`src/rtl/pipe_pkg.sv`:
```
// pipe_pkg: shared definitions for the pipeline memory arbiter.
//   WORD_W          - data/address width of the unified memory port
//   STREAK_W        - width of the fairness counter
//   STREAK_MAX_DEF  - default limit of consecutive data grants while a fetch waits
//   arb_state_t     - arbiter/sequencer states
package pipe_pkg;

    localparam int WORD_W         = 32;
    localparam int STREAK_W       = 4;
    localparam int STREAK_MAX_DEF = 4;

    typedef enum logic [2:0] {
        IDLE  = 3'd0,   // no access in flight
        DBUSY = 3'd1,   // data access waiting for mem_ready
        IBUSY = 3'd2,   // fetch access waiting for mem_ready
        DDONE = 3'd3,   // data completion cycle (m_done)
        IDONE = 3'd4    // fetch completion cycle (if_done)
    } arb_state_t;

endpackage

```
`src/rtl/pipememarb_streak.sv`:
```
// pipememarb_streak: saturating count of data grants issued while a fetch
// was pending. The arbiter uses 'sat' to force the next grant to fetch.
//   clock  - rising-edge clock
//   resetn - asynchronous active-low reset
//   inc    - a data grant happened with a fetch pending
//   clr    - a fetch grant happened (clr wins over inc)
//   sat    - count has reached STREAK_MAX
module pipememarb_streak
    import pipe_pkg::*;
#(
    parameter int STREAK_MAX = STREAK_MAX_DEF
) (
    input  logic clock,
    input  logic resetn,
    input  logic inc,
    input  logic clr,
    output logic sat
);

    logic [STREAK_W-1:0] cnt;

    assign sat = (cnt == STREAK_W'(STREAK_MAX));

    always_ff @(posedge clock or negedge resetn) begin
        if (!resetn) begin
            cnt <= '0;
        end else if (clr) begin
            cnt <= '0;
        end else if (inc && !sat) begin
            cnt <= cnt + 1'b1;
        end
    end

endmodule

```
`src/rtl/pipememarb.sv`:
```
// pipememarb: arbiter/sequencer sharing one single-port memory between
// instruction fetch and the MEM stage of a 5-stage pipeline.
//   clock, resetn            - rising-edge clock, async active-low reset
//   if_req/if_addr           - fetch request (held until if_done) and address
//   if_rdata/if_done         - registered fetch data, one-cycle completion pulse
//   mwmem/mm2reg/malu/mb     - MEM-stage store/load, address, store data
//   m_rdata/m_done           - registered load data, one-cycle completion pulse
//   stall                    - freezes PC and pipeline registers while waiting
//   mem_req/we/addr/wdata    - memory request side (from latched registers)
//   mem_rdata/mem_ready      - memory response, ready is a one-cycle strobe
module pipememarb
    import pipe_pkg::*;
#(
    parameter int STREAK_MAX = STREAK_MAX_DEF
) (
    input  logic              clock,
    input  logic              resetn,
    input  logic              if_req,
    input  logic [WORD_W-1:0] if_addr,
    output logic [WORD_W-1:0] if_rdata,
    output logic              if_done,
    input  logic              mwmem,
    input  logic              mm2reg,
    input  logic [WORD_W-1:0] malu,
    input  logic [WORD_W-1:0] mb,
    output logic [WORD_W-1:0] m_rdata,
    output logic              m_done,
    output logic              stall,
    output logic              mem_req,
    output logic              mem_we,
    output logic [WORD_W-1:0] mem_addr,
    output logic [WORD_W-1:0] mem_wdata,
    input  logic [WORD_W-1:0] mem_rdata,
    input  logic              mem_ready
);

    arb_state_t        state, state_nx;
    logic              d_req;
    logic              can_d, can_i;
    logic              grant_d, grant_i;
    logic              sat;
    logic              busy;
    logic [WORD_W-1:0] addr_q, wdata_q;
    logic              we_q;

    // A store takes precedence when both MEM-stage controls are high.
    assign d_req = mwmem | mm2reg;

    // ------------------------------------------------------------------
    // State register
    // ------------------------------------------------------------------
    always_ff @(posedge clock or negedge resetn) begin
        if (!resetn) begin
            state <= IDLE;
        end else begin
            state <= state_nx;
        end
    end

    // ------------------------------------------------------------------
    // Next state and grants. Arbitration happens in IDLE and both DONE
    // states; a DONE state never re-grants the requester it just served,
    // because that requester's request is still high during its done cycle.
    // ------------------------------------------------------------------
    always_comb begin
        state_nx = state;
        can_d    = 1'b0;
        can_i    = 1'b0;
        grant_d  = 1'b0;
        grant_i  = 1'b0;
        case (state)
            IDLE, DDONE, IDONE: begin
                can_d = d_req  && (state != DDONE);
                can_i = if_req && (state != IDONE);
                // Data normally wins; fetch wins once the streak limit is hit.
                if (can_i && sat) begin
                    grant_i = 1'b1;
                end else if (can_d) begin
                    grant_d = 1'b1;
                end else if (can_i) begin
                    grant_i = 1'b1;
                end
                if (grant_d) begin
                    state_nx = DBUSY;
                end else if (grant_i) begin
                    state_nx = IBUSY;
                end else begin
                    state_nx = IDLE;
                end
            end
            DBUSY: begin
                if (mem_ready) begin
                    state_nx = DDONE;
                end
            end
            IBUSY: begin
                if (mem_ready) begin
                    state_nx = IDONE;
                end
            end
            default: begin
                state_nx = IDLE;
            end
        endcase
    end

    // ------------------------------------------------------------------
    // Request latch: the memory sees the values captured at grant time, so
    // upstream changes during BUSY cannot disturb the access.
    // ------------------------------------------------------------------
    always_ff @(posedge clock or negedge resetn) begin
        if (!resetn) begin
            addr_q  <= '0;
            wdata_q <= '0;
            we_q    <= 1'b0;
        end else if (grant_d) begin
            addr_q  <= malu;
            wdata_q <= mb;
            we_q    <= mwmem;
        end else if (grant_i) begin
            addr_q  <= if_addr;
            wdata_q <= '0;
            we_q    <= 1'b0;
        end
    end

    // ------------------------------------------------------------------
    // Read data capture; a store completion leaves m_rdata untouched.
    // ------------------------------------------------------------------
    always_ff @(posedge clock or negedge resetn) begin
        if (!resetn) begin
            m_rdata  <= '0;
            if_rdata <= '0;
        end else begin
            if (state == DBUSY && mem_ready && !we_q) begin
                m_rdata <= mem_rdata;
            end
            if (state == IBUSY && mem_ready) begin
                if_rdata <= mem_rdata;
            end
        end
    end

    // ------------------------------------------------------------------
    // Fairness counter
    // ------------------------------------------------------------------
    pipememarb_streak #(
        .STREAK_MAX (STREAK_MAX)
    ) u_streak (
        .clock  (clock),
        .resetn (resetn),
        .inc    (grant_d & if_req),
        .clr    (grant_i),
        .sat    (sat)
    );

    // ------------------------------------------------------------------
    // Outputs
    // ------------------------------------------------------------------
    assign busy      = (state == DBUSY) || (state == IBUSY);
    assign mem_req   = busy;
    assign mem_we    = we_q & busy;
    assign mem_addr  = addr_q;
    assign mem_wdata = wdata_q;
    assign m_done    = (state == DDONE);
    assign if_done   = (state == IDONE);

    // The done cycle releases the stall so the pipeline advances exactly once.
    assign stall = (d_req & ~m_done) | (if_req & ~if_done);

endmodule

```
`config.mk`:
```
export PLATFORM = sky130hd
export DESIGN_NAME = pipememarb
export DESIGN_NICKNAME = d
export VERILOG_FILES = /design/src/rtl/pipe_pkg.sv /design/src/rtl/pipememarb_streak.sv /design/src/rtl/pipememarb.sv
export SDC_FILE = /design/constraint.sdc
export NUM_CORES = 1
export LEC_CHECK = 0
export BUFFER_PORTS_ARGS = -buffer_cell sky130_fd_sc_hd__buf_4
export CAP_MARGIN = 10
export CORE_AREA = 2 2 93 140
export CTS_BUF_LIST = sky130_fd_sc_hd__clkbuf_16
export DETAILED_ROUTE_END_ITERATION = 6
export DIE_AREA = 0 0 95 142
export GPL_ROUTABILITY_DRIVEN = 0
export PLACE_DENSITY = 0.84
export SYNTH_ARGS = -nofsm -noshare
export SYNTH_HDL_FRONTEND = slang
export SYNTH_SLANG_ARGS = --single-unit
```
`constraint.sdc`:
```
create_clock -name clock -period 2.6 [get_ports clock]
set_input_delay 0.52 -clock clock [delete_from_list [all_inputs] [get_ports clock]]
set_output_delay 0.52 -clock clock [all_outputs]
set_load 0.02 [all_outputs]
```
==> impl_results.html, run 1 <==
<table>
<tr><th>Metric</th><th>Value</th></tr>
<tr><th colspan="2">Outcome</th></tr>
<tr><td>Outcome</td><td>completed</td></tr>
<tr><th colspan="2">CTS</th></tr>
<tr><td>Clk_lat worst skew</td><td>0.40 ns</td></tr>
<tr><td>Clock edge transition at the registers on the reported setup and hold paths</td><td>around 0.06 ns</td></tr>
<tr><td>Count of instances resized after the clock tree is built</td><td>0</td></tr>
<tr><td>Clock Sinks</td><td>136</td></tr>
<tr><td>Count of hold-fix buffers inserted at cts</td><td>0</td></tr>
<tr><td>H-tree Lvls</td><td>4</td></tr>
<tr><td>Clock tree from TritonCTS</td><td>done</td></tr>
<tr><td>Clk buf depth</td><td>2</td></tr>
<tr><td>Cell at the root of the clock tree</td><td>sky130_fd_sc_hd__clkbuf_16</td></tr>
<tr><td>Total CTS buffers</td><td>17</td></tr>
<tr><td>Number of buffers added for setup after CTS</td><td>0</td></tr>
<tr><th colspan="2">Drt</th></tr>
<tr><td>Detailed route wirelength on metal3</td><td>1.26 mm</td></tr>
<tr><td>First-pass iteration count of the detailed router</td><td>5</td></tr>
<tr><td>Total Routed Length</td><td>between 15 and 20 mm</td></tr>
<tr><td>Routed len/inst</td><td>18.3 um</td></tr>
<tr><td>Antenna Violating Nets Remaining</td><td>0</td></tr>
<tr><td>Via density per instance</td><td>around 5.4</td></tr>
<tr><td>Total via count after detailed routing</td><td>4946</td></tr>
<tr><td>Wire length on met1</td><td>just under 6 mm</td></tr>
<tr><td>Number of DRC markers in iteration 0</td><td>280</td></tr>
<tr><td>DRC errors left</td><td>0</td></tr>
<tr><td>Sum of met2 wire segment lengths after detailed routing</td><td>9.13 mm</td></tr>
<tr><td>Top layer in use</td><td>met4</td></tr>
<tr><th colspan="2">GRT</th></tr>
<tr><td>Pin count of the biggest net entering global routing</td><td>65</td></tr>
<tr><td>Via count of the first global-routing pass</td><td>just over 5000</td></tr>
<tr><td>Gr usage total</td><td>0.244</td></tr>
<tr><td>Overflow left after global routing</td><td>0</td></tr>
<tr><td>First-pass GRT wire length</td><td>~26 mm</td></tr>
<tr><td>Number of antenna violations at the first check in global routing</td><td>0</td></tr>
<tr><th colspan="2">Setup path</th></tr>
<tr><td>Arrival time at the worst endpoint</td><td>1.66 ns</td></tr>
<tr><td>Delay contributed by the slowest stage of the critical path</td><td>0.47 ns</td></tr>
<tr><td>CP Buf/Inv Count</td><td>1</td></tr>
<tr><td>Standard cell with the maximum stage delay on the critical path</td><td>sky130_fd_sc_hd__dfrtp_1</td></tr>
<tr><td>Required time at the endpoint of the critical path</td><td>2.08 ns</td></tr>
<tr><td>Startpoint of the worst-slack reg-to-reg timing path</td><td>u_streak.cnt[0]$_DFFE_PN0P_</td></tr>
<tr><td>Kind of capture point of the worst setup path</td><td>output port</td></tr>
<tr><td>Crit start category</td><td>flip-flop</td></tr>
<tr><td>Crit path from</td><td>state[0]$_DFFE_PN0P_</td></tr>
<tr><td>Cell Chain, Critical Path</td><td>nand2b_1, a21oi_1, and2_1, buf_4</td></tr>
<tr><td>Critical path fanouts, max</td><td>10</td></tr>
<tr><td>Critical path class</td><td>reg -&gt; out</td></tr>
<tr><td>Largest delay share family, worst path</td><td>flip-flops</td></tr>
<tr><th colspan="2">Timing</th></tr>
<tr><td>Post-route setup TNS</td><td>0 ns</td></tr>
<tr><td>Slew at the pin with the worst max-slew slack</td><td>0.608 ns</td></tr>
<tr><td>Minimum setup slack in the final design</td><td>0.417 ns</td></tr>
<tr><td>Final hold viol count</td><td>0</td></tr>
<tr><td>Final critical-path required period</td><td>2.18 ns</td></tr>
<tr><td>Slew Limit Headroom</td><td>0.594</td></tr>
<tr><td>Unrepaired setup endpoints after global routing</td><td>no</td></tr>
<tr><td>Total of endpoints with negative setup slack in the final report</td><td>0</td></tr>
<tr><td>Achievable clock frequency</td><td>around 0.46 GHz</td></tr>
<tr><td>Final setup skew</td><td>0.0109 ns</td></tr>
<tr><td>Ratio of final minimum period to clock period</td><td>0.840</td></tr>
<tr><td>Total count of max-transition violations in the final report</td><td>0</td></tr>
<tr><th colspan="2">Floorplan</th></tr>
<tr><td>Cell row count</td><td>50</td></tr>
<tr><td>Number of top-level design ports</td><td>267</td></tr>
<tr><td>Std-Cell Core Area</td><td>12300 um^2</td></tr>
<tr><td>Initial core utilization</td><td>0.462</td></tr>
<tr><td>Die extent in y</td><td>roughly 140 um</td></tr>
<tr><td>Die outline width</td><td>between 90 and 100 um</td></tr>
<tr><td>Full die area</td><td>around 13000 um^2</td></tr>
<tr><th colspan="2">Hold path</th></tr>
<tr><td>Class of the worst hold path</td><td>in -&gt; async</td></tr>
<tr><th colspan="2">Finish</th></tr>
<tr><td>Number of nets in the layout</td><td>878</td></tr>
<tr><td>Final non-filler cell total</td><td>911</td></tr>
<tr><td>Antenna diodes</td><td>0</td></tr>
<tr><td>Fraction of final layout cells sized beyond drive strength 1</td><td>0.503</td></tr>
<tr><td>Synthesis-to-finish area growth</td><td>47.9%</td></tr>
<tr><th colspan="2">Run</th></tr>
<tr><td>Count of max-cap constraint violations</td><td>0</td></tr>
<tr><th colspan="2">Placed design</th></tr>
<tr><td>Cell total after placement</td><td>879</td></tr>
<tr><td>Minimum setup slack after placement</td><td>between 0.5 and 0.6 ns</td></tr>
<tr><td>Port bufs</td><td>about 270</td></tr>
<tr><td>Final HPWL DP</td><td>11.9 mm</td></tr>
<tr><th colspan="2">Logic synthesis</th></tr>
<tr><td>Library cell with the largest summed area after synthesis</td><td>sky130_fd_sc_hd__dfrtp_1</td></tr>
<tr><td>Area contributors post-synth</td><td>sky130_fd_sc_hd__dfrtp_1 60%, sky130_fd_sc_hd__mux2_2 13%, sky130_fd_sc_hd__a31oi_1 6.9%, sky130_fd_sc_hd__a22o_1 5.1%, sky130_fd_sc_hd__nand2_1 4.2%</td></tr>
<tr><td>Sequential area share after synthesis</td><td>0.597</td></tr>
<tr><td>Most frequently used flop master after synthesis</td><td>sky130_fd_sc_hd__dfrtp_1</td></tr>
<tr><td>EDFF count, synth</td><td>0</td></tr>
<tr><td>Count leader, synth</td><td>sky130_fd_sc_hd__dfrtp_1</td></tr>
<tr><td>Total standard cell area after synthesis</td><td>5700 um^2</td></tr>
<tr><td>Cell count after synthesis</td><td>479</td></tr>
<tr><td>Post-synth top cells</td><td>136 x sky130_fd_sc_hd__dfrtp_1, 64 x sky130_fd_sc_hd__mux2_2, 64 x sky130_fd_sc_hd__nand2_1</td></tr>
<tr><td>Post-synth ARST share</td><td>1.00</td></tr>
<tr><td>Synthesized area per cell</td><td>11.9 um^2</td></tr>
<tr><td>Number of unique standard cell types used by synthesis</td><td>36</td></tr>
<tr><td>Top cell type's share of synthesized area</td><td>0.597</td></tr>
<tr><td>Number of nets produced by synthesis</td><td>615</td></tr>
<tr><td>Synth warnings</td><td>0</td></tr>
<tr><td>Flip-flop and latch count after synthesis</td><td>136</td></tr>
<tr><th colspan="2">Pwr</th></tr>
<tr><td>Leakage power summed over all cells</td><td>0.00398 uW</td></tr>
<tr><td>Max IR drop VDD</td><td>between 700 and 800 uV</td></tr>
<tr><td>PD cells</td><td>1390 nW/um^2</td></tr>
</table>
-- final timing paths --
kind | to | slack [ns] | cells after the start
worst max register to register | mem_addr[7]$_DFFE_PN0P_ | 0.63 | 7
min in group clock | mem_wdata[12]$_DFFE_PN0P_ | 0.34 | 2
worst max-delay path | mem_we | 0.42 | 4
worst min-delay path | mem_wdata[5]$_DFFE_PN0P_ | 0.12 | 1
worst min register to register | mem_wdata[16]$_DFFE_PN0P_ | 0.50 | 1
max in group asynchronous | if_rdata[30]$_DFFE_PN0P_ | 1.76 | 2
-- final cells by class --
class | count | area (um^2)
tap | 156 | 195
multi-input combinational | 306 | 2140
timing repair buffer | 277 | 2120
sequential | 136 | 3400
fill | 915 | 3900
clock buffer | 17 | 425
clock inverter | 15 | 130
inverter | 4 | 15.0
-- metrics by stage --
| step | hold WS (ns) | util | area (um^2) | power, uW |
|---|---|---|---|---|
| 4_1_cts | 0.123 | 0.684 | 8430 | 11800 |
| 5_1_grt | 0.147 | 0.684 | 8430 | 12300 |
| 6_report | 0.122 | 0.684 | 8430 | 11700 |
| 3_5_place_dp | 0.488 | 0.639 | 7870 | 9470 |
| 3_3_place_gp | 0.484 | 0.639 | 7870 | 9230 |
| 2_1_floorplan | 0.224 | - | 5700 | 7000 |
-- where the power goes --
group	leakage [uW]	internal (uW)	switching, uW
combinational	0.00208	2580	3020
clock	0.000269	1320	918
sequential	0.00163	3170	674
total	0.00398	7070	4610
-- cells by family (layout without fill, tap and decap cells) --
kind of cell,count (synthesis),count (layout),share of synthesized area
flip-flops,136,136,0.597
XOR/XNOR,2,2,0.00307
AO/OA/AOI/OAI,111,111,0.140
AND/OR/NAND/NOR,124,124,0.0913
buffers and inverters,37,313,0.0318
adder cells (fa/ha/maj),2,2,0.00439
multiplexers,67,67,0.132
-- sequential cells by signal (all words and copies together) (netlist names) --
signal        flops
u_streak.cnt      4
state             3
if_rdata         32
mem_addr         32
we_q              1
mem_wdata        32
m_rdata          32
-- layer usage --
layer	GRT usage	vias up
met2	0.439	227
met4	0.102	0
met5	0	-
li1	-	2254
met3	0.0583	22
met1	0.273	2443
-- layout by cell type (no fill, tap or decap), types with 2 or more instances in the layout --
master / Yosys / final
sky130_fd_sc_hd__o21ai_0: 3 / 3
sky130_fd_sc_hd__inv_1: 4 / 6
sky130_fd_sc_hd__dfrtp_1: 136 / 136
sky130_fd_sc_hd__nand2_1: 64 / 64
sky130_fd_sc_hd__and2_1: 2 / 2
sky130_fd_sc_hd__a31oi_1: 63 / 63
sky130_fd_sc_hd__nand2b_1: 4 / 4
sky130_fd_sc_hd__clkinv_4: 0 / 3
sky130_fd_sc_hd__clkinv_2: 0 / 2
sky130_fd_sc_hd__xnor2_1: 2 / 2
sky130_fd_sc_hd__a21oi_1: 5 / 5
sky130_fd_sc_hd__mux2i_1: 2 / 2
sky130_fd_sc_hd__inv_6: 0 / 3
sky130_fd_sc_hd__nor2_1: 42 / 39
sky130_fd_sc_hd__a211oi_4: 1 / 2
sky130_fd_sc_hd__buf_12: 0 / 3
sky130_fd_sc_hd__nand3_1: 2 / 2
sky130_fd_sc_hd__ha_1: 2 / 2
sky130_fd_sc_hd__mux2_2: 64 / 64
sky130_fd_sc_hd__clkinvlp_4: 0 / 4
sky130_fd_sc_hd__a22o_1: 33 / 33
sky130_fd_sc_hd__clkbuf_16: 0 / 17
sky130_fd_sc_hd__buf_4: 0 / 274
sky130_fd_sc_hd__nor2_2: 0 / 2
Note: power is estimated with default switching activity, not from simulation.
==> run 2, diff against run 1 <==
--- a/config.mk
+++ b/config.mk
@@ -5,14 +5,15 @@
 export SDC_FILE = /design/constraint.sdc
 export NUM_CORES = 1
 export LEC_CHECK = 0
+export ABC_AREA = 1
 export BUFFER_PORTS_ARGS = -buffer_cell sky130_fd_sc_hd__buf_4
 export CAP_MARGIN = 10
-export CORE_AREA = 2 2 93 140
+export CORE_AREA = 2 2 100 150
 export CTS_BUF_LIST = sky130_fd_sc_hd__clkbuf_16
 export DETAILED_ROUTE_END_ITERATION = 6
-export DIE_AREA = 0 0 95 142
+export DIE_AREA = 0 0 102 152
 export GPL_ROUTABILITY_DRIVEN = 0
-export PLACE_DENSITY = 0.84
+export PLACE_DENSITY = 0.79
 export SYNTH_ARGS = -nofsm -noshare
 export SYNTH_HDL_FRONTEND = slang
 export SYNTH_SLANG_ARGS = --single-unit
==> constraint.sdc (replaced) <==
create_clock -name clock -period 1.95 [get_ports clock]
set_input_delay 0.39 -clock clock [delete_from_list [all_inputs] [get_ports clock]]
set_output_delay 0.39 -clock clock [all_outputs]
set_load 0.02 [all_outputs]
==> run 2 against run 1 <==
Against the previous run: sequential power is 28% higher; worst setup slack worse by 0.35 ns; sequential share of layout area is 1.9 points lower; sequential cell count stayed put; critical path depth is 1 higher; global-route usage is 2.4 points lower; critical endpoint unchanged; largest power group unchanged.
==> impl_results.html, run 2 <==
<table>
<tr><th>Metric</th><th>Value</th></tr>
<tr><th colspan="2">Placed design</th></tr>
<tr><td>Minimum setup slack after placement</td><td>0.121 ns (-0.478 ns)</td></tr>
<tr><td>Port bufs</td><td>266 (unchanged)</td></tr>
<tr><td>Final HPWL DP</td><td>12.3 mm (+3.4%)</td></tr>
<tr><td>Area after DPL</td><td>8210 um^2 (+4.4%)</td></tr>
<tr><th colspan="2">CTS</th></tr>
<tr><td>Clock tree from TritonCTS</td><td>done</td></tr>
<tr><td>Clock Sinks</td><td>136 (unchanged)</td></tr>
<tr><td>Clk buf depth</td><td>2 (unchanged)</td></tr>
<tr><td>Total CTS buffers</td><td>17 (unchanged)</td></tr>
<tr><td>Clk_lat worst skew</td><td>0.41 ns (about the same)</td></tr>
<tr><td>H-tree Lvls</td><td>4 (unchanged)</td></tr>
<tr><td>Clock edge transition at the registers on the reported setup and hold paths</td><td>0.06 ns (about the same)</td></tr>
<tr><td>Cell at the root of the clock tree</td><td>sky130_fd_sc_hd__clkbuf_16</td></tr>
<tr><th colspan="2">Logic synthesis</th></tr>
<tr><td>Post-synth ARST share</td><td>1.00 (unchanged)</td></tr>
<tr><td>Number of unique standard cell types used by synthesis</td><td>22 (-39%)</td></tr>
<tr><td>Most frequently used flop master after synthesis</td><td>sky130_fd_sc_hd__dfrtp_1</td></tr>
<tr><td>EDFF count, synth</td><td>0 (unchanged)</td></tr>
<tr><td>Synth warnings</td><td>0 (unchanged)</td></tr>
<tr><td>Synthesized area per cell</td><td>8.53 um^2 (-28%)</td></tr>
<tr><td>Number of nets produced by synthesis</td><td>837 (+36%)</td></tr>
<tr><td>Flip-flop and latch count after synthesis</td><td>136 (unchanged)</td></tr>
<tr><td>Cell count after synthesis</td><td>701 (+46%)</td></tr>
<tr><td>Area contributors post-synth</td><td>sky130_fd_sc_hd__dfrtp_1 57%, sky130_fd_sc_hd__nand3_1 12%, sky130_fd_sc_hd__nand2_1 11%, sky130_fd_sc_hd__inv_1 4.6%, sky130_fd_sc_hd__o21ai_0 4.5%</td></tr>
<tr><td>Top cell type's share of synthesized area</td><td>0.569 (-0.0281)</td></tr>
<tr><td>Post-synth top cells</td><td>182 x sky130_fd_sc_hd__nand2_1, 142 x sky130_fd_sc_hd__nand3_1, 136 x sky130_fd_sc_hd__dfrtp_1</td></tr>
<tr><td>Library cell with the largest summed area after synthesis</td><td>sky130_fd_sc_hd__dfrtp_1</td></tr>
<tr><td>Total standard cell area after synthesis</td><td>5980 um^2 (+4.9%)</td></tr>
<tr><td>Sequential area share after synthesis</td><td>0.569 (-0.0281)</td></tr>
<tr><td>Count leader, synth</td><td>sky130_fd_sc_hd__nand2_1</td></tr>
<tr><th colspan="2">GRT</th></tr>
<tr><td>Overflow left after global routing</td><td>0 (unchanged)</td></tr>
<tr><td>Number of antenna violations at the first check in global routing</td><td>0 (unchanged)</td></tr>
<tr><td>Gr usage total</td><td>0.221 (-0.0237)</td></tr>
<tr><td>Pin count of the biggest net entering global routing</td><td>65 (unchanged)</td></tr>
<tr><td>First-pass GRT wire length</td><td>27.1 mm (+6.2%)</td></tr>
<tr><td>Via count of the first global-routing pass</td><td>5532 (+7.1%)</td></tr>
<tr><th colspan="2">Drt</th></tr>
<tr><td>Number of DRC markers in iteration 0</td><td>212 (-24%)</td></tr>
<tr><td>Top layer in use</td><td>met4</td></tr>
<tr><td>Detailed route wirelength on metal3</td><td>1.24 mm (-1.8%)</td></tr>
<tr><td>DRC errors left</td><td>0 (unchanged)</td></tr>
<tr><td>First-pass iteration count of the detailed router</td><td>4 (-1)</td></tr>
<tr><td>Total via count after detailed routing</td><td>5624 (+14%)</td></tr>
<tr><td>Sum of met2 wire segment lengths after detailed routing</td><td>8.87 mm (-2.9%)</td></tr>
<tr><td>Routed len/inst</td><td>14.8 um (-19%)</td></tr>
<tr><td>Via density per instance</td><td>4.82 (-11%)</td></tr>
<tr><td>Total Routed Length</td><td>17.3 mm (+3.8%)</td></tr>
<tr><td>Wire length on met1</td><td>6.80 mm (+15%)</td></tr>
<tr><td>Antenna Violating Nets Remaining</td><td>0 (unchanged)</td></tr>
<tr><th colspan="2">Timing</th></tr>
<tr><td>Ratio of final minimum period to clock period</td><td>0.966</td></tr>
<tr><td>Slew at the pin with the worst max-slew slack</td><td>0.598 ns (-0.0107 ns)</td></tr>
<tr><td>Final critical-path required period</td><td>1.88 ns</td></tr>
<tr><td>Total of endpoints with negative setup slack in the final report</td><td>0 (unchanged)</td></tr>
<tr><td>Achievable clock frequency</td><td>0.531 GHz</td></tr>
<tr><td>Slew Limit Headroom</td><td>0.601 (+0.00656)</td></tr>
<tr><td>Minimum setup slack in the final design</td><td>0.0668 ns (-0.350 ns)</td></tr>
<tr><td>Post-route setup TNS</td><td>0 ns (unchanged)</td></tr>
<tr><td>Final hold viol count</td><td>0 (unchanged)</td></tr>
<tr><td>Final setup skew</td><td>0.0113 ns (+0.000439 ns)</td></tr>
<tr><td>Total count of max-transition violations in the final report</td><td>0 (unchanged)</td></tr>
<tr><th colspan="2">Pwr</th></tr>
<tr><td>Leakage power summed over all cells</td><td>0.00488 uW (+23%)</td></tr>
<tr><td>Part of the power in registers</td><td>0.319 (-0.010)</td></tr>
<tr><td>Part of the total power dissipated in the clock network</td><td>0.202 (+0.011)</td></tr>
<tr><td>Fraction of power spent switching nets</td><td>0.418 (+0.0230)</td></tr>
<tr><td>Combinational power share</td><td>0.478 (about the same)</td></tr>
<tr><td>PD cells</td><td>1740 nW/um^2 (+26%)</td></tr>
<tr><td>Design internal power</td><td>8990 uW (+27%)</td></tr>
<tr><td>Sw Pwr</td><td>6440 uW (+40%)</td></tr>
<tr><td>Max IR drop VDD</td><td>986 uV (+40%)</td></tr>
<tr><th colspan="2">Floorplan</th></tr>
<tr><td>Full die area</td><td>15500 um^2 (+15%)</td></tr>
<tr><td>Number of top-level design ports</td><td>267 (unchanged)</td></tr>
<tr><td>Die outline width</td><td>102 um (+7.4%)</td></tr>
<tr><td>Std-Cell Core Area</td><td>14300 um^2 (+16%)</td></tr>
<tr><td>Cell row count</td><td>54 (+8.0%)</td></tr>
<tr><td>Initial core utilization</td><td>0.418 (-0.0449)</td></tr>
<tr><td>Die extent in y</td><td>152 um (+7.0%)</td></tr>
<tr><th colspan="2">Finish</th></tr>
<tr><td>Most common cell after layout, fill and taps aside</td><td>sky130_fd_sc_hd__buf_4</td></tr>
<tr><td>Design area</td><td>8840 um^2 (+4.9%)</td></tr>
<tr><td>Number of filler cells placed in the layout</td><td>1291 (+41%)</td></tr>
<tr><td>Synthesis-to-finish area growth</td><td>47.9% (about the same)</td></tr>
<tr><td>Commonest non-fill, non-tap cells in the layout</td><td>279 x sky130_fd_sc_hd__buf_4, 180 x sky130_fd_sc_hd__nand2_1, 141 x sky130_fd_sc_hd__nand3_1</td></tr>
<tr><td>Number of nets in the layout</td><td>1094 (+25%)</td></tr>
<tr><td>Fraction of final layout cells sized beyond drive strength 1</td><td>0.345 (-0.158)</td></tr>
<tr><td>Antenna diodes</td><td>0 (unchanged)</td></tr>
<tr><th colspan="2">Setup path</th></tr>
<tr><td>Standard cell with the maximum stage delay on the critical path</td><td>sky130_fd_sc_hd__dfrtp_2</td></tr>
<tr><td>Startpoint of the worst-slack reg-to-reg timing path</td><td>u_streak.cnt[0]$_DFFE_PN0P_</td></tr>
<tr><td>Crit start category</td><td>flip-flop</td></tr>
<tr><td>Largest delay share family, worst path</td><td>flip-flops</td></tr>
<tr><td>Delay contributed by the slowest stage of the critical path</td><td>0.41 ns (-0.06 ns)</td></tr>
<tr><td>Crit path from</td><td>state[0]$_DFFE_PN0P_</td></tr>
<tr><td>Required time at the endpoint of the critical path</td><td>1.56 ns (-0.52 ns)</td></tr>
<tr><td>Cell Chain, Critical Path</td><td>inv_1, nor2_2, nand2_2, a21boi_2, buf_4</td></tr>
<tr><td>CP Buf/Inv Count</td><td>2 (+1)</td></tr>
<tr><td>Critical path class</td><td>reg -&gt; out</td></tr>
<tr><td>Kind of capture point of the worst setup path</td><td>output port</td></tr>
<tr><td>Critical path fanouts, max</td><td>4 (-6)</td></tr>
<tr><td>Arrival time at the worst endpoint</td><td>1.49 ns (-0.17 ns)</td></tr>
<tr><th colspan="2">Outcome</th></tr>
<tr><td>Outcome</td><td>completed</td></tr>
<tr><th colspan="2">Run</th></tr>
<tr><td>Count of max-cap constraint violations</td><td>0 (unchanged)</td></tr>
<tr><th colspan="2">Hold path</th></tr>
<tr><td>Worst min-delay path startpoint</td><td>mb[28]</td></tr>
<tr><td>Class of the worst hold path</td><td>in -&gt; reg</td></tr>
</table>
==> run 2: cell count changes after synthesis, moves of 4 or more <==
cell                       delta
sky130_fd_sc_hd__a21oi_1      -5
sky130_fd_sc_hd__a22o_1      -33
sky130_fd_sc_hd__a31oi_1     -63
sky130_fd_sc_hd__buf_2        +7
sky130_fd_sc_hd__clkbuf_1     +7
sky130_fd_sc_hd__inv_1       +69
sky130_fd_sc_hd__mux2_2      -64
sky130_fd_sc_hd__nand2_1    +118
sky130_fd_sc_hd__nand2b_1     -4
sky130_fd_sc_hd__nand3_1    +140
sky130_fd_sc_hd__nand4_1     +31
sky130_fd_sc_hd__nor2_1      -36
sky130_fd_sc_hd__o21ai_0     +51
sky130_fd_sc_hd__o21ai_1     +10
==> run 2: cell families (layout without fill, tap and decap cells) <==
kind of cell	Yosys count	in the layout	synth area share
compound gates	65	65	0.0548
xor+xnor	2	2	0.00293
fa+ha+maj	2	2	0.00418
buf+inv	124	394	0.0839
flops	136	136	0.569
simple gates	372	372	0.285
==> run 2: final timing paths <==
| path | to | cells past startpoint | slack, ns |
|---|---|---|---|
| max in group asynchronous | mem_wdata[22]$_DFFE_PN0P_ | 3 | 0.85 |
| setup reg to reg | mem_wdata[9]$_DFFE_PN0P_ | 9 | 0.18 |
| hold / removal | mem_wdata[28]$_DFFE_PN0P_ | 3 | 0.21 |
| hold reg to reg | m_rdata[11]$_DFFE_PN0P_ | 2 | 0.48 |
| setup / recovery | mem_we | 5 | 0.07 |
| min in group asynchronous | m_rdata[25]$_DFFE_PN0P_ | 2 | 0.50 |
==> run 2: per-layer routing <==
metal	track usage	vias to the layer above
li1	-	2796
met1	0.256	2585
met2	0.383	212
met3	0.0649	31
met4	0.0756	0
met5	0	-
==> run 2: worst register-to-register path, stage by stage (launching register included) <==
cell and delay, ns:
sky130_fd_sc_hd__dfrtp_1 0.39, sky130_fd_sc_hd__inv_1 0.08, sky130_fd_sc_hd__ha_1 0.22, sky130_fd_sc_hd__nand2_1 0.07
sky130_fd_sc_hd__nor2_1 0.05, sky130_fd_sc_hd__nand3_2 0.11, sky130_fd_sc_hd__nand2_1 0.09, sky130_fd_sc_hd__inv_2 0.45
sky130_fd_sc_hd__nand3_1 0.16, sky130_fd_sc_hd__nand2_1 0.10
==> run 2: repair_timing <==
action                                 4_1_cts  5_1_grt
endpoints found under the hold margin       44        0
setup endpoints to repair                    1       35
gates resized for setup                      5        5
setup buffers                                0        3
gates cloned                                 0        0
hold buffers                                 1        0
pin swaps                                    0        1
==> run 2: layout make-up <==
class,instances,area (um^2),share of cell area
Inverter,75,284,0.0321
Multi-Input combinational cell,441,2100,0.237
Tap cell,196,245,0.0277
Timing Repair Buffer,287,2240,0.253
Clock buffer,17,425,0.0481
Clock inverter,15,150,0.0170
Sequential cell,136,3410,0.385
==> run 2: stage by stage <==
stage                     utilization  total power (uW)  instances  hold WS [ns]
after floorplan                     -              9070        701        0.0944
after global placement          0.573             12100       1131         0.359
after detailed placement        0.573             12300       1131         0.367
after CTS                       0.615             15500       1164         0.194
after global routing            0.617             16500       1167         0.198
final                           0.617             15400       1167         0.208
==> run 2: power by group through the flow <==
stage,Sequential (uW),Combinational [uW],Clock [uW]
5_1_grt,5070,8050,3320
6_report,4930,7380,3120
2_1_floorplan,6350,2710,0
3_3_place_gp,4900,7230,0
4_1_cts,4920,7400,3200
3_5_place_dp,4930,7370,0
==> run 3, diff against run 2 <==
--- a/config.mk
+++ b/config.mk
@@ -8,12 +8,14 @@
 export ABC_AREA = 1
 export BUFFER_PORTS_ARGS = -buffer_cell sky130_fd_sc_hd__buf_4
 export CAP_MARGIN = 10
-export CORE_AREA = 2 2 100 150
+export CELL_PAD_IN_SITES_DETAIL_PLACEMENT = 2
+export CELL_PAD_IN_SITES_GLOBAL_PLACEMENT = 2
+export CORE_AREA = 2 2 135 203
 export CTS_BUF_LIST = sky130_fd_sc_hd__clkbuf_16
 export DETAILED_ROUTE_END_ITERATION = 6
-export DIE_AREA = 0 0 102 152
+export DIE_AREA = 0 0 137 205
 export GPL_ROUTABILITY_DRIVEN = 0
-export PLACE_DENSITY = 0.79
+export PLACE_DENSITY = 0.78
 export SYNTH_ARGS = -nofsm -noshare
 export SYNTH_HDL_FRONTEND = slang
 export SYNTH_SLANG_ARGS = --single-unit
==> run 3 against run 2 <==
Against the previous run: register-to-register slack lost 0.06 ns; clock power grew 4%; highest routed layer unchanged; design area grew 2.7%; largest cell class unchanged; combinational power grew 4.7%; final cell count grew 12%; critical endpoint is now stall; sequential cell count is the same; core utilization shrank 27 points.
==> impl_results.html, run 3 (synthesized netlist as in run 2, its figures left out) <==
<table>
<tr><th>Metric</th><th>Value</th></tr>
<tr><th colspan="2">GRT</th></tr>
<tr><td>Pin count of the biggest net entering global routing</td><td>65 (unchanged)</td></tr>
<tr><td>Number of antenna violations at the first check in global routing</td><td>0 (unchanged)</td></tr>
<tr><td>Gr usage total</td><td>0.168 (-0.0523)</td></tr>
<tr><td>First-pass GRT wire length</td><td>36.1 mm (+33%)</td></tr>
<tr><td>Overflow left after global routing</td><td>0 (unchanged)</td></tr>
<tr><td>Via count of the first global-routing pass</td><td>6560 (+19%)</td></tr>
<tr><th colspan="2">Drt</th></tr>
<tr><td>Routed len/inst</td><td>17.8 um (+20%)</td></tr>
<tr><td>Total via count after detailed routing</td><td>5892 (+4.8%)</td></tr>
<tr><td>First-pass iteration count of the detailed router</td><td>4 (unchanged)</td></tr>
<tr><td>Antenna Violating Nets Remaining</td><td>0 (unchanged)</td></tr>
<tr><td>DRC errors left</td><td>0 (unchanged)</td></tr>
<tr><td>Number of DRC markers in iteration 0</td><td>143 (-33%)</td></tr>
<tr><td>Total Routed Length</td><td>23.2 mm (+35%)</td></tr>
<tr><td>Via density per instance</td><td>4.50 (-6.6%)</td></tr>
<tr><th colspan="2">Timing</th></tr>
<tr><td>Final critical-path required period</td><td>1.88 ns (-0.00525 ns)</td></tr>
<tr><td>Final setup skew</td><td>0.00748 ns (-0.00383 ns)</td></tr>
<tr><td>Achievable clock frequency</td><td>0.533 GHz (+0.28%)</td></tr>
<tr><td>Slew Limit Headroom</td><td>0.749 (+0.149)</td></tr>
<tr><td>Slew at the pin with the worst max-slew slack</td><td>0.376 ns (-0.222 ns)</td></tr>
<tr><td>Final hold viol count</td><td>0 (unchanged)</td></tr>
<tr><td>Total of endpoints with negative setup slack in the final report</td><td>0 (unchanged)</td></tr>
<tr><td>Ratio of final minimum period to clock period</td><td>0.963 (-0.00269)</td></tr>
<tr><td>Total count of max-transition violations in the final report</td><td>0 (unchanged)</td></tr>
<tr><td>Hold Slack</td><td>0.198 ns (-0.00997 ns)</td></tr>
<tr><td>Minimum setup slack in the final design</td><td>0.0721 ns (+0.00525 ns)</td></tr>
<tr><th colspan="2">Outcome</th></tr>
<tr><td>Outcome</td><td>completed</td></tr>
<tr><th colspan="2">Finish</th></tr>
<tr><td>Synthesis-to-finish area growth</td><td>51.9%</td></tr>
<tr><td>Fraction of final layout cells sized beyond drive strength 1</td><td>0.344 (-0.00138)</td></tr>
<tr><td>Number of nets in the layout</td><td>1096 (+0.18%)</td></tr>
<tr><td>Final non-filler cell total</td><td>1309 (+12%)</td></tr>
<tr><td>Antenna diodes</td><td>0 (unchanged)</td></tr>
<tr><td>Most common cell after layout, fill and taps aside</td><td>sky130_fd_sc_hd__buf_4</td></tr>
<tr><td>Commonest non-fill, non-tap cells in the layout</td><td>276 x sky130_fd_sc_hd__buf_4, 179 x sky130_fd_sc_hd__nand2_1, 141 x sky130_fd_sc_hd__nand3_1</td></tr>
<tr><td>Final core occ</td><td>0.345 (-0.272)</td></tr>
<tr><th colspan="2">Setup path</th></tr>
<tr><td>Required time at the endpoint of the critical path</td><td>1.56 ns (about the same)</td></tr>
<tr><td>Arrival time at the worst endpoint</td><td>1.49 ns (about the same)</td></tr>
<tr><td>Critical path fanouts, max</td><td>4 (unchanged)</td></tr>
<tr><td>Delay contributed by the slowest stage of the critical path</td><td>0.38 ns (-0.03 ns)</td></tr>
<tr><td>Critical path class</td><td>reg -&gt; out</td></tr>
<tr><td>Kind of capture point of the worst setup path</td><td>output port</td></tr>
<tr><td>Crit path top cell by count</td><td>sky130_fd_sc_hd__nand2_2</td></tr>
<tr><td>Worst R2R Setup Slack</td><td>0.12 ns (-0.06 ns)</td></tr>
<tr><td>Standard cell with the maximum stage delay on the critical path</td><td>sky130_fd_sc_hd__dfrtp_1</td></tr>
<tr><td>Cell Chain, Critical Path</td><td>buf_4, nor2_4, nand2_2, nand2_2, nand2_1, buf_6</td></tr>
<tr><td>Crit start category</td><td>flip-flop</td></tr>
<tr><th colspan="2">Pwr</th></tr>
<tr><td>Post-layout power</td><td>15900 uW (+3.2%)</td></tr>
<tr><td>Part of the total power dissipated in the clock network</td><td>0.204 (+0.002)</td></tr>
<tr><td>Part of the power in registers</td><td>0.311 (-0.008)</td></tr>
<tr><td>Leakage power summed over all cells</td><td>0.00490 uW (+0.35%)</td></tr>
<tr><td>Sw Pwr</td><td>6780 uW (+5.2%)</td></tr>
<tr><td>Design internal power</td><td>9150 uW (+1.9%)</td></tr>
<tr><td>PD cells</td><td>1750 nW/um^2 (+0.53%)</td></tr>
<tr><td>Fraction of power spent switching nets</td><td>0.425 (+0.00787)</td></tr>
<tr><td>Max IR drop VDD</td><td>718 uV (-27%)</td></tr>
<tr><td>Combinational power share</td><td>0.485 (+0.007)</td></tr>
<tr><th colspan="2">Placed design</th></tr>
<tr><td>Cell total after placement</td><td>1272 (+12%)</td></tr>
<tr><td>Final HPWL DP</td><td>16.8 mm (+37%)</td></tr>
<tr><td>Minimum setup slack after placement</td><td>0.110 ns (-0.0114 ns)</td></tr>
<tr><td>Port bufs</td><td>266 (unchanged)</td></tr>
<tr><th colspan="2">CTS</th></tr>
<tr><td>Clock tree from TritonCTS</td><td>done</td></tr>
<tr><td>Total CTS buffers</td><td>17 (unchanged)</td></tr>
<tr><td>Cell at the root of the clock tree</td><td>sky130_fd_sc_hd__clkbuf_16</td></tr>
<tr><td>Clk_lat worst skew</td><td>0.42 ns (about the same)</td></tr>
<tr><td>H-tree Lvls</td><td>4 (unchanged)</td></tr>
<tr><td>Clock Sinks</td><td>136 (unchanged)</td></tr>
<tr><td>Clk buf depth</td><td>2 (unchanged)</td></tr>
<tr><td>Clock edge transition at the registers on the reported setup and hold paths</td><td>0.06 ns (about the same)</td></tr>
<tr><th colspan="2">Floorplan</th></tr>
<tr><td>Std-Cell Core Area</td><td>26300 um^2 (+84%)</td></tr>
<tr><td>Cell row count</td><td>73 (+35%)</td></tr>
<tr><td>Die outline width</td><td>137 um (+34%)</td></tr>
<tr><td>Number of top-level design ports</td><td>267 (unchanged)</td></tr>
<tr><td>Die extent in y</td><td>205 um (+35%)</td></tr>
<tr><td>Full die area</td><td>28100 um^2 (+81%)</td></tr>
<tr><td>Initial core utilization</td><td>0.227 (-0.190)</td></tr>
<tr><th colspan="2">Hold path</th></tr>
<tr><td>Class of the worst hold path</td><td>in -&gt; reg</td></tr>
<tr><th colspan="2">Run</th></tr>
<tr><td>Count of max-cap constraint violations</td><td>0 (unchanged)</td></tr>
</table>
==> run 3: power by group through the flow <==
stage / clock network [uW] / logic, uW / registers [uW]
2_1_floorplan: 0 / 2710 / 6350
3_3_place_gp: 0 / 7520 / 4940
3_5_place_dp: 0 / 7760 / 5000
4_1_cts: 3360 / 7810 / 4980
5_1_grt: 3460 / 8550 / 5130
6_report: 3250 / 7730 / 4950
==> run 3: per-layer routing <==
layer  global-route usage  wire, um  up-vias
met2                0.315     12900      170
met4               0.0434       264        0
met5                    0         0        -
met3               0.0594      1680       15
met1                0.176      8440     2912
li1                     -         -     2795
==> run 3: layout make-up <==
type	count	area, um^2
fill	3034	17200
tap	337	422
clock buffer	17	425
sequential	136	3400
inverter	75	284
timing repair buffer	289	2290
clock inverter	14	159
multi-input combinational	441	2100
==> run 3: worst paths after layout <==
check,start,to,cells after the start
worst min register to register,m_rdata[28]$_DFFE_PN0P_,m_rdata[28]$_DFFE_PN0P_,2
max in group asynchronous,resetn,mem_addr[24]$_DFFE_PN0P_,3
worst max-delay path,state[0]$_DFFE_PN0P_,stall,6
min in group asynchronous,resetn,if_rdata[16]$_DFFE_PN0P_,2
worst min-delay path,mb[21],mem_wdata[21]$_DFFE_PN0P_,3
worst max register to register,state[0]$_DFFE_PN0P_,mem_wdata[16]$_DFFE_PN0P_,8
==> run 3: timing repair <==
item	in CTS	in global routing
hold endpoints to repair	33	0
pin swaps	0	2
hold buffers	1	0
endpoints found under the setup margin	2	40
setup buffers	1	4
resized for setup	2	11
==> run 3: critical path: cells and delay by family (launching register included) <==
family,cells,cell delay (ns)
simple gates,4,0.40
flops,1,0.38
buf+inv,2,0.28
==> run 3: through the flow <==
stage / setup TNS (ns) / instance area [um^2]
floorplan: 0 / 5980
global placement: 0 / 8420
detailed placement: 0 / 8420
CTS: -0.00444 / 9020
global route: -0.0161 / 9080
finish: 0 / 9080
